===== src/rtl/event_window_monitor.sv =====
// Liveness checker: after reset it waits a guard period, counts per-channel
// strobe activity over a fixed window and registers a pass/fail verdict.
module event_window_monitor #(
  parameter int NUM_CH     = 2,
  parameter int GUARD      = 2,
  parameter int WINDOW     = 10,
  parameter int CNT_W      = 4,
  parameter int EARLY_EXIT = 0
) (
  input  logic                    clk,
  input  logic                    rst,
  input  logic [NUM_CH-1:0]       ev,
  input  logic                    mon_rst,
  input  logic                    restart,
  output logic                    busy,
  output logic                    done,
  output logic                    pass,
  output logic                    fail,
  output logic                    mon_err,
  output logic [NUM_CH-1:0]       seen,
  output logic [NUM_CH-1:0]       fail_ch,
  output logic [NUM_CH*CNT_W-1:0] hit_cnt
);

  localparam int GW = $clog2(GUARD + 1);
  localparam int WW = $clog2(WINDOW + 1);

  typedef enum logic [1:0] {S_GUARD, S_WINDOW, S_DONE} state_t;

  state_t                  state;
  logic [GW-1:0]           guard_cnt;
  logic [WW-1:0]           win_cnt;
  logic [NUM_CH*CNT_W-1:0] hit_next;
  logic [NUM_CH-1:0]       seen_next;
  logic                    all_seen;
  logic                    mon_err_next;
  logic                    close_window;

  // Per-channel saturating increment of the count as it will be after this edge.
  genvar gi;
  generate
    for (gi = 0; gi < NUM_CH; gi++) begin : g_ch
      logic [CNT_W-1:0] cur;
      assign cur = hit_cnt[gi*CNT_W +: CNT_W];
      assign hit_next[gi*CNT_W +: CNT_W] =
        (ev[gi] && (cur != {CNT_W{1'b1}})) ? cur + CNT_W'(1) : cur;
      assign seen_next[gi] = |hit_next[gi*CNT_W +: CNT_W];
    end
  endgenerate

  assign all_seen     = &seen_next;
  assign mon_err_next = mon_err | mon_rst;
  assign close_window = (win_cnt == WW'(WINDOW - 1)) || ((EARLY_EXIT != 0) && all_seen);

  always_ff @(posedge clk) begin
    if (rst || ((state == S_DONE) && restart)) begin
      state     <= S_GUARD;
      guard_cnt <= '0;
      win_cnt   <= '0;
      hit_cnt   <= '0;
      mon_err   <= 1'b0;
      busy      <= 1'b1;
      done      <= 1'b0;
      pass      <= 1'b0;
      fail      <= 1'b0;
      seen      <= '0;
      fail_ch   <= '0;
    end else begin
      case (state)
        S_GUARD: begin
          if (guard_cnt == GW'(GUARD - 1)) begin
            state <= S_WINDOW;
          end else begin
            guard_cnt <= guard_cnt + GW'(1);
          end
        end
        S_WINDOW: begin
          hit_cnt <= hit_next;
          seen    <= seen_next;
          mon_err <= mon_err_next;
          win_cnt <= win_cnt + WW'(1);
          // Verdict uses the counts including this edge's sample.
          if (close_window) begin
            state   <= S_DONE;
            busy    <= 1'b0;
            done    <= 1'b1;
            pass    <= all_seen & ~mon_err_next;
            fail    <= ~(all_seen & ~mon_err_next);
            fail_ch <= ~seen_next;
          end
        end
        S_DONE: begin
        end
        default: state <= S_GUARD;
      endcase
    end
  end

endmodule


===== config.mk =====
export PLATFORM = sky130hd
export DESIGN_NAME = event_window_monitor
export DESIGN_NICKNAME = d
export VERILOG_FILES = /design/src/rtl/event_window_monitor.sv
export SDC_FILE = /design/constraint.sdc
export NUM_CORES = 1
export LEC_CHECK = 0
export CAP_MARGIN = 0
export CORE_ASPECT_RATIO = 0.6
export CORE_UTILIZATION = 25
export CTS_BUF_LIST = sky130_fd_sc_hd__clkbuf_16
export DETAILED_ROUTE_END_ITERATION = 7
export PLACE_DENSITY = 0.44
export SYNTH_ARGS = -nofsm -noshare
export SYNTH_HDL_FRONTEND = slang
export SYNTH_SLANG_ARGS = --single-unit

===== constraint.sdc =====
create_clock -name clk -period 3.7 [get_ports clk]
set_clock_uncertainty 0.1 [all_clocks]
set_input_delay 0.925 -clock clk [delete_from_list [all_inputs] [get_ports clk]]
set_output_delay 0.925 -clock clk [all_outputs]
set_load 0.005 [all_outputs]

==> reports/qor.csv <==
metric,value,unit
pre-CTS setup slack,1020,ps
origin of the critical flop-to-flop path,hit_cnt[4],
Clock transition at path regs,60,ps
status,completed,
Root Buffer,clkbuf_16,
Worst Setup Start Kind,input pin,
Worst Hold End,busy,
reg2reg path depth,6,
layout cells sized above 1,0.0544,
Synth top area share,0.442,
htree depth,1,
Yosys reg bits,25,
leading area contributor after synthesis,dfxtp_1,
Remaining DRCs,0,
Worst Min Path Start,busy,
Pleak,0.590,nW
post-CTS sizing,0,
Area contributors post-synth,"dfxtp_1, nor2_1, ha_1",
die height,54.1,um
cell depth of the worst hold path,1,
"top cells by count, synth","dfxtp_1, nor2_1, a211oi_1, a21oi_1",
synth unique cells,34,
VDD IR max,190,uV
Worst-Margin Slew,421,ps
CTS tree,built,
sequential share of the synthesized area,0.442,
global-route wire length before repair,4260,um
largest net degree at the start of global routing,20,
slew margin rel.,0.720,
Mapped Cells,123,
First-pass DRT Iterations,4,
Synth Flop Type,dfxtp_1,
Detailed Place HPWL,1770,um
max-slew violation count,0,
row count,18,
TNS Setup,0,ps
final setup margin,1290,ps
worst path arrival time,2500,ps
Die ar.,4810,sq um
Fin Hold WS,349,ps
setup bufs post-CTS,0,
crit path capture type,flop,
"Cell Area, Synth",1130,sq um
r2r endpoint,fail,
Port Buf Inserts,22,
Post-synth EDFFs,0,
synth warn,0,
post-route ant nets,0,
synthesized area per cell,9.20,sq um
number of global-route vias before repair,887,
post-route minimum period,2410,ps
area grow syn2layout,32.7,%
area of the multi-input gates,589,sq um
most instantiated library cell after synthesis,dfxtp_1,
Initial Utilization,0.269,
GRT Util Overall,0.121,
total power,0.746,mW
Max clock buf depth,2,
Fin. Hold Viols,0,
post-layout util,0.357,
cts hold-fix bufs,0,
Setup-failing EPs final,0,
DR iter-0 viols,36,
initial antenna violation count,0,
die extent in x,88.8,um
Reg area,500,sq um
RSZ-0062 raised after global routing,no,
Cell Pwr Density,497,nW/um^2
Vias,946,
worst skew pair latency,260,ps
HP Class,reg2reg,
fin crit share,0.651,
total grt overflow,0,
WP data required,3790,ps
# clock sinks,25,
Filler cells,449,
Crit Path Max Fanout,7,
highest clock rate,0.415,GHz
Final Wtd Congestion,0.742,
# diodes,0,
number of max-cap violations,0,
syn_nets,134,
num ports,23,
DR WL/cell,12.0,um
R2R Setup Slk,1550,ps
CTS Buf Count,3,
Core Region,4210,sq um
via density per instance,4.57,
Final #Nets,159,
"FFs w/ async S/R, synth",0,
critical path class,in2reg,
final WL,2490,um
layer usage:
| metal | vias up | part of all wire | GRT usage |
|---|---|---|---|
| li1 | 492 | - | - |
| met1 | 437 | 0.51 | 0.159 |
| met2 | 17 | 0.43 | 0.191 |
| met3 | 0 | 0.052 | 0.0445 |
| met4 | 0 | 0 | 0.0242 |
| met5 | - | 0 | 0 |
metrics by stage:
| step | instance area (sq um) | instances |
|---|---|---|
| 6_report | 1500 | 207 |
| 5_1_grt | 1500 | 207 |
| 4_1_cts | 1500 | 207 |
| 3_5_place_dp | 1420 | 203 |
| 3_3_place_gp | 1420 | 203 |
| 2_1_floorplan | 1130 | 123 |
flip-flops by register name, summed over array words and instances, names as in the netlist:
register and cells:
guard_cnt 2, busy 1, fail_ch 2, seen 2
fail 1, pass 1, win_cnt 4, hit_cnt 8
mon_err 1, state 2, done 1
how the worst max path moves through the flow:
stage | from | to | slack (ps) | depth (start not counted)
4_1_cts | ev[1] | fail | 1290 | 5
2_1_floorplan | ev[0] | fail | 1570 | 6
3_5_place_dp | ev[1] | fail | 1020 | 5
6_report | ev[1] | fail | 1290 | 5
3_3_place_gp | ev[1] | fail | 1100 | 5
5_1_grt | ev[0] | fail | 1130 | 6
worst max-delay path, stage by stage:
cell             delay [ps]
clkdlybuf4s50_1         520
a211o_1                 300
a221oi_1                390
or3_1                   200
nor3b_2                 150
area by class of cell:
cell class | count | share of cell area
Clock inverter | 1 | 0.00250
Multi-Input combinational cell | 89 | 0.392
Clock buffer | 3 | 0.0500
Tap cell | 60 | 0.0500
Timing Repair Buffer | 25 | 0.162
Inverter | 4 | 0.0100
Sequential cell | 25 | 0.333
power by group:
group          internal, mW  switching, mW  total [mW]
logic                0.0884         0.0866       0.175
clock network         0.144         0.0904       0.235
registers             0.303         0.0334       0.336
layout by cell type, fill, tap and decap left out, types with 3 or more instances in the layout:
| cell | synthesis | routed |
|---|---|---|
| a211oi_1 | 6 | 6 |
| a21oi_1 | 6 | 6 |
| a31oi_1 | 3 | 3 |
| buf_4 | 0 | 3 |
| clkbuf_16 | 0 | 3 |
| clkdlybuf4s50_1 | 0 | 22 |
| dfxtp_1 | 25 | 25 |
| ha_1 | 5 | 5 |
| inv_1 | 4 | 5 |
| mux2i_1 | 5 | 5 |
| nand2_1 | 5 | 5 |
| nand2b_1 | 4 | 4 |
| nand3_1 | 5 | 5 |
| nand4_1 | 3 | 3 |
| nor2_1 | 19 | 19 |
| xor2_1 | 4 | 4 |
logic make-up (layout without fill, tap and decap cells):
group           count (synthesis)  count (layout)  synth area share
mux                             5               5            0.0442
xor+xnor                        6               6            0.0465
simple gates                   49              49             0.229
flops                          25              25             0.442
buf+inv                         9              33            0.0365
fa+ha+maj                       5               5            0.0553
compound gates                 24              24             0.146
No activity file was read; power rests on OpenSTA's default activity.
